$ cat config.mk
export PLATFORM = sky130hd
export DESIGN_NAME = mul_issue_ctrl
export DESIGN_NICKNAME = d
export VERILOG_FILES = /design/src/rtl/mul_issue_ctrl.sv
export SDC_FILE = /design/constraint.sdc
export NUM_CORES = 1
export LEC_CHECK = 0
export CORE_MARGIN = 2
export CORE_UTILIZATION = 48
export DETAILED_ROUTE_END_ITERATION = 6
export GPL_ROUTABILITY_DRIVEN = 0
export PLACE_DENSITY = 0.81
export RECOVER_POWER = 25
export SETUP_SLACK_MARGIN = 0.3
export SYNTH_ARGS = -nofsm -noshare
export SYNTH_HDL_FRONTEND = slang
export SYNTH_SLANG_ARGS = --single-unit
$ cat constraint.sdc
create_clock -name clk_i -period 2.9 [get_ports clk_i]
set_clock_uncertainty 0.15 [all_clocks]
set_input_delay 0.725 -clock clk_i [delete_from_list [all_inputs] [get_ports clk_i]]
set_output_delay 0.725 -clock clk_i [all_outputs]
set_load 0.005 [all_outputs]
$ cat src/rtl/mul_issue_ctrl.sv
// Issue/completion controller for the fixed-latency 32x32 multiplier.
// Conditions RV32M operands, tracks tags in flight and buffers results under credit control.
module mul_issue_ctrl #(
  parameter int unsigned LAT   = 6,
  parameter int unsigned DEPTH = 4,
  parameter int unsigned TAG_W = 5
) (
  input  logic             clk_i,
  input  logic             rst_i,
  input  logic             req_valid_i,
  output logic             req_ready_o,
  input  logic [1:0]       req_op_i,
  input  logic [31:0]      req_rs1_i,
  input  logic [31:0]      req_rs2_i,
  input  logic [TAG_W-1:0] req_tag_i,
  input  logic             flush_i,
  output logic             mul_start_o,
  output logic [31:0]      mul_rs1_o,
  output logic [31:0]      mul_rs2_o,
  input  logic [63:0]      mul_result_i,
  input  logic             mul_valid_i,
  output logic             rsp_valid_o,
  input  logic             rsp_ready_i,
  output logic [31:0]      rsp_data_o,
  output logic [TAG_W-1:0] rsp_tag_o,
  output logic             busy_o,
  output logic             err_o
);

  localparam int unsigned AW = $clog2(DEPTH);
  localparam int unsigned CW = $clog2(DEPTH + 1);
  localparam logic [1:0] OP_MUL    = 2'b00;
  localparam logic [1:0] OP_MULH   = 2'b01;
  localparam logic [1:0] OP_MULHSU = 2'b10;

  if (DEPTH < 2 || (DEPTH & (DEPTH - 1)) != 0 || LAT < 1) begin : g_bad_param
    $error("mul_issue_ctrl: DEPTH must be a power of 2 >= 2 and LAT >= 1");
  end

  typedef enum logic {RUN, DRAIN} state_t;

  state_t state_q, state_d;

  logic [CW-1:0] inflight_q, fifo_cnt_q, drop_q, drop_d;
  logic [CW:0]   credit_used;
  logic          accept, complete, drop_hit, spurious, rsp_pop;

  logic          sgn_a, sgn_b, neg_a, neg_b, neg_req;
  logic [31:0]   mag_a, mag_b;
  logic [63:0]   prod;
  logic [31:0]   res_data;

  logic [TAG_W-1:0] meta_tag [DEPTH];
  logic [1:0]       meta_op  [DEPTH];
  logic             meta_neg [DEPTH];
  logic [AW-1:0]    meta_wp, meta_rp;

  logic [31:0]      out_data [DEPTH];
  logic [TAG_W-1:0] out_tag  [DEPTH];
  logic [AW-1:0]    out_wp, out_rp;

  // Operand conditioning: signed operands are issued as magnitudes, sign fixed on completion
  assign sgn_a   = (req_op_i == OP_MULH) || (req_op_i == OP_MULHSU);
  assign sgn_b   = (req_op_i == OP_MULH);
  assign neg_a   = sgn_a & req_rs1_i[31];
  assign neg_b   = sgn_b & req_rs2_i[31];
  assign mag_a   = neg_a ? (~req_rs1_i + 32'd1) : req_rs1_i;
  assign mag_b   = neg_b ? (~req_rs2_i + 32'd1) : req_rs2_i;
  assign neg_req = neg_a ^ neg_b;

  assign credit_used = {1'b0, inflight_q} + {1'b0, fifo_cnt_q};

  assign accept   = req_valid_i & req_ready_o;
  assign drop_hit = mul_valid_i & (drop_q != '0);
  assign complete = mul_valid_i & (drop_q == '0) & (inflight_q != '0);
  assign spurious = mul_valid_i & (drop_q == '0) & (inflight_q == '0);

  assign prod     = meta_neg[meta_rp] ? (~mul_result_i + 64'd1) : mul_result_i;
  assign res_data = (meta_op[meta_rp] == OP_MUL) ? prod[31:0] : prod[63:32];

  assign rsp_valid_o = (fifo_cnt_q != '0);
  assign rsp_data_o  = rsp_valid_o ? out_data[out_rp] : '0;
  assign rsp_tag_o   = rsp_valid_o ? out_tag[out_rp] : '0;
  assign rsp_pop     = rsp_valid_o & rsp_ready_i;
  assign busy_o      = (inflight_q != '0) | (fifo_cnt_q != '0) | (drop_q != '0);

  // A product landing in the flush cycle is already gone, so it is not counted into drop_cnt
  always_comb begin
    drop_d = drop_q - CW'(drop_hit);
    if (flush_i) begin
      drop_d = drop_d + inflight_q - CW'(complete);
    end
  end

  always_ff @(posedge clk_i or posedge rst_i) begin
    if (rst_i) begin
      state_q <= RUN;
    end else begin
      state_q <= state_d;
    end
  end

  always_comb begin
    state_d = state_q;
    if (drop_d != '0) begin
      state_d = DRAIN;
    end else begin
      state_d = RUN;
    end
  end

  always_comb begin
    req_ready_o = 1'b0;
    if (!rst_i && state_q == RUN && !flush_i && credit_used < (CW+1)'(DEPTH)) begin
      req_ready_o = 1'b1;
    end
  end

  always_ff @(posedge clk_i or posedge rst_i) begin
    if (rst_i) begin
      drop_q      <= '0;
      err_o       <= 1'b0;
      mul_start_o <= 1'b0;
      mul_rs1_o   <= '0;
      mul_rs2_o   <= '0;
      inflight_q  <= '0;
      fifo_cnt_q  <= '0;
      meta_wp     <= '0;
      meta_rp     <= '0;
      out_wp      <= '0;
      out_rp      <= '0;
    end else begin
      drop_q      <= drop_d;
      err_o       <= err_o | spurious;
      mul_start_o <= accept;
      mul_rs1_o   <= accept ? mag_a : '0;
      mul_rs2_o   <= accept ? mag_b : '0;
      if (flush_i) begin
        inflight_q <= '0;
        fifo_cnt_q <= '0;
        meta_wp    <= '0;
        meta_rp    <= '0;
        out_wp     <= '0;
        out_rp     <= '0;
      end else begin
        inflight_q <= inflight_q + CW'(accept) - CW'(complete);
        fifo_cnt_q <= fifo_cnt_q + CW'(complete) - CW'(rsp_pop);
        if (accept)   meta_wp <= meta_wp + AW'(1);
        if (complete) meta_rp <= meta_rp + AW'(1);
        if (complete) out_wp  <= out_wp + AW'(1);
        if (rsp_pop)  out_rp  <= out_rp + AW'(1);
      end
    end
  end

  always_ff @(posedge clk_i) begin
    if (accept) begin
      meta_tag[meta_wp] <= req_tag_i;
      meta_op[meta_wp]  <= req_op_i;
      meta_neg[meta_wp] <= neg_req;
    end
    if (complete && !flush_i) begin
      out_data[out_wp] <= res_data;
      out_tag[out_wp]  <= meta_tag[meta_rp];
    end
  end

endmodule

==> flow_summary_export.csv <==
group,metric,value,unit
clocking,clkLatencyLatePin,0.57,ns
worst_setup_path,crit_path_end_kind,"flop",
sta,max_freq,293,MHz
clocking,clk_pin_slew_worst_paths,0.06,ns
worst_setup_path,path_class,"in -> reg",
clocking,clockBufferDepth,3,
power,internal_power,0.00930,W
worst_setup_path,rrSetupSlack,-0.06,ns
power,p_total,0.0131,W
global_routing,antenna_found_initial,7,
clocking,cts_buffers,28,
worst_setup_path,worstPathCellList,"clkdlybuf4s50_1, nor3_2, nand2_2, nor4_4, buf_4, buf_12, a31oi_4, xnor2_2, mux2i_4",
routing,wire_per_inst,27.3,µm
routing,dr.pass1.iters,6,
global_routing,grt_start_max_net_pins,65,
placement,place_hpwl,25.8,mm
worst_setup_path,cp_num_buf_inv,3,
placement,dp_cells,1773,
worst_setup_path,reg2regPathDepth,12,
worst_setup_path,cp.required,3.02,ns
power,power_leakage,8.28,nW
worst_setup_path,cp.depth,9,
sta,hold_viol,0,
cells_and_area,nets,1716,
worst_setup_path,rr_endpoint,"state_q",
worst_setup_path,startpoint_type,"primary input",
worst_setup_path,cp_top_family,"simple AND/OR/NAND/NOR gates",
floorplanning,core,0.0267,mm²
worst_setup_path,cp_max_fo,5,
run_status,status,"complete, but fails checks",
routing,wl,52.2,mm
worst_setup_path,cp-startpoint,"mul_result_i[44]",
floorplanning,num_rows,60,
power,p_per_area,626,mW/mm²
sta,fin_crit_sh,1.18,
placement,port_buffers,246,
routing,antenna_left,0,
global_routing,grt_pass1_wl,65.5,mm
power,p_comb_frac,0.395,
worst_setup_path,critPathCapture,"out_data[1][16]",
worst_setup_path,crit_path_top_delay_cell,"nor4_4",
worst_setup_path,reg2reg_from,"drop_q[0]",
sta,relSlewSlack,0.332,
synthesis,syn_area_per_cell,12.8,µm²
power,pwr-share-seq,0.320,
run_status,violations,"setup timing",
floorplanning,die_height,168,µm
sta,drv_slew,0,
worst_setup_path,crit_arrival,3.54,ns
floorplanning,io_pins,247,
cells_and_area,area_growth,61.8,%
clocking,clock_sinks,264,
global_routing,grt_pass1_vias,11700,
routing,drt_iter0_markers,1377,
power,p_switching,0.00384,W
sta,rsz0062_at_grt,"true",
power,clockPowerShare,0.284,
routing,num_vias,11800,
routing,vias_per_cell,6.16,
floorplanning,dieArea,0.0284,mm²
floorplanning,fp.dieW,168,µm
synthesis,seq_area_frac_synth,0.578,
clocking,cts_tree,"built",
cells_and_area,drive_gt1_frac,0.433,
global_routing,grt_use_total,0.300,
global_routing,grt_overflow,0,
clocking,htree_num_levels,1,
sta,layout_setup_ws,-0.519,ns
sta,finalSetupViolations,92,
synthesis,syn-num-nets,1178,
job,max_cap_violations,0,
synthesis,ys_types,51,
cells_and_area,post-route-util,0.786,
worst_setup_path,cpPeakStageDelay,0.67,ns
routing,drc,0,
synthesis,syn-cell-area,0.0130,mm²
clocking,ctsRootBufferMaster,"clkbuf_16",
synthesis,synth-seq-cells,264,
floorplanning,start_util,0.486,
sta,fin_crit,3.42,ns
power,p_sw_frac,0.292,
synthesis,yosysWarnings,0,
sta,worst_pin_slew,1.00,ns
cells_and_area,final_cells,1913,
power,ir_drop,0.412,mV
hold_path,hp-class,"in -> reg",
synthesis,netlist_instances,1011,
==> state kept, by name, summed over array words and instances (netlist names) <==
name,count
out_wp,2
meta_neg,4
mul_start_o,1
meta_tag,20
meta_wp,2
out_tag,20
fifo_cnt_q,3
out_data,128
meta_rp,2
out_rp,2
mul_rs2_o,32
meta_op,8
inflight_q,3
drop_q,3
err_o,1
mul_rs1_o,32
state_q,1
==> area by class of cell <==
cell class / instances / area (µm²)
inverters: 35 / 136
fillers: 1375 / 5730
multi-input cells: 666 / 6720
repair buffers: 554 / 5270
clock inverters: 19 / 219
clock buffers: 33 / 719
well taps: 341 / 427
diodes: 1 / 2.50
flip-flops and latches: 264 / 7510
==> metal layers <==
layer / wire length [µm] / part of all wire / global-route usage / vias to the layer above
met5: 172 / 0.0033 / 0 / -
met4: 4030 / 0.077 / 0.144 / 14
met3: 7320 / 0.14 / 0.0952 / 331
met2: 23900 / 0.46 / 0.515 / 975
met1: 16700 / 0.32 / 0.342 / 5682
li1: - / - / - / 4788
==> synthesized netlist by cell type (all sizes together) <==
cell,number,area share
edfxtp,180,0.42
nor2,116,0.034
dfrtp,84,0.16
xnor2,77,0.052
xor2,55,0.037
and2,43,0.021
mux4,43,0.075
nand2,41,0.012
a21oi,36,0.014
inv,35,0.010
clkbuf,34,0.0098
o21ai,28,0.011
mux2i,27,0.021
nor3,25,0.010
ha,23,0.022
a31oi,22,0.011
o31ai,18,0.011
or3,18,0.0087
nor4,16,0.0098
or4,16,0.0098
buf,12,0.0038
o41ai,12,0.0095
a41oi,7,0.0047
or2,6,0.0029
nor2b,5,0.0024
and3,4,0.0019
nand3,4,0.0015
a21o,3,0.0017
fa,3,0.0046
nand2b,3,0.0014
nand3b,2,0.0012
nand4,2,0.00096
nand4b,2,0.0013
a211o,1,0.00067
a211oi,1,0.00058
and3b,1,0.00067
mux2,1,0.00087
nor3b,1,0.00058
nor4bb,1,0.00077
o211a,1,0.00077
o311ai,1,0.00067
or3b,1,0.00067
==> kinds of logic after synthesis <==
family,count (synthesis),synth area share
AOI/OAI and AO/OA,130,0.0648
xor gates and xnor gates,132,0.0891
adders and majority gates,26,0.0268
buffers and inverters,81,0.0237
DFF,264,0.578
muxes,71,0.0963
and+or+nand+nor,307,0.121
==> how the worst min path moves through the flow <==
stage,startpoint,endpoint,slack (ns),cells past startpoint
4_1_cts,err_o,err_o,0.31,1
6_report,req_rs1_i[8],mul_rs1_o[8],0.30,3
3_5_place_dp,err_o,err_o,0.30,1
3_3_place_gp,err_o,err_o,0.30,1
2_1_floorplan,err_o,err_o,0.30,1
5_1_grt,req_rs1_i[8],mul_rs1_o[8],0.32,3
==> power by group through the flow <==
stage	Combinational, W	Sequential, W	Clock (W)
2_1_floorplan	0.00154	0.00429	0
3_3_place_gp	0.00309	0.00431	0
3_5_place_dp	0.00318	0.00431	0
4_1_cts	0.00432	0.00422	0.00368
5_1_grt	0.00543	0.00422	0.00389
6_report	0.00520	0.00421	0.00374
==> cells in the final DEF (no fill, tap or decap), types with 14 or more instances in the layout <==
cell	synthesis	routed
buf_4	0	232
edfxtp_1	180	180
clkdlybuf4s50_1	0	142
nor2_1	116	113
dfrtp_1	84	80
buf_6	0	76
xor2_1	55	52
xnor2_1	77	51
mux4_2	43	43
nand2_1	41	35
and2_4	0	32
clkbuf_16	0	29
a21oi_1	36	28
inv_1	35	26
xnor2_2	0	26
dlygate4sd2_1	0	24
a31oi_4	0	20
buf_12	0	20
o31ai_1	17	14
==> what timing repair did <==
| item | 4_1_cts | 5_1_grt |
|---|---|---|
| pin swaps | 89 | 101 |
| hold endpoints to repair | 0 | 0 |
| hold buffers | 0 | 0 |
| setup buffers | 58 | 22 |
| resized for setup | 411 | 166 |
| gates cloned | 5 | 2 |
| setup endpoints to repair | 198 | 198 |
==> worst min-delay path: stages <==
cell and delay, ns:
buf_2 0.10, xor2_1 0.07, nor2_1 0.08
==> per-stage QoR <==
| stage | setup slack (ns) | hold WS (ns) | instance area [µm²] | setup TNS, ns |
|---|---|---|---|---|
| after global routing | -0.529 | 0.322 | 21000 | -16.78 |
| after detailed placement | -0.734 | 0.297 | 17900 | -92.15 |
| after global placement | -0.635 | 0.296 | 17900 | -80.40 |
| after CTS | -0.152 | 0.310 | 20000 | -2.13 |
| final | -0.519 | 0.295 | 21000 | -13.41 |
| after floorplan | -0.135 | 0.301 | 13400 | -3.73 |
Power figures use the tool's default switching activity.
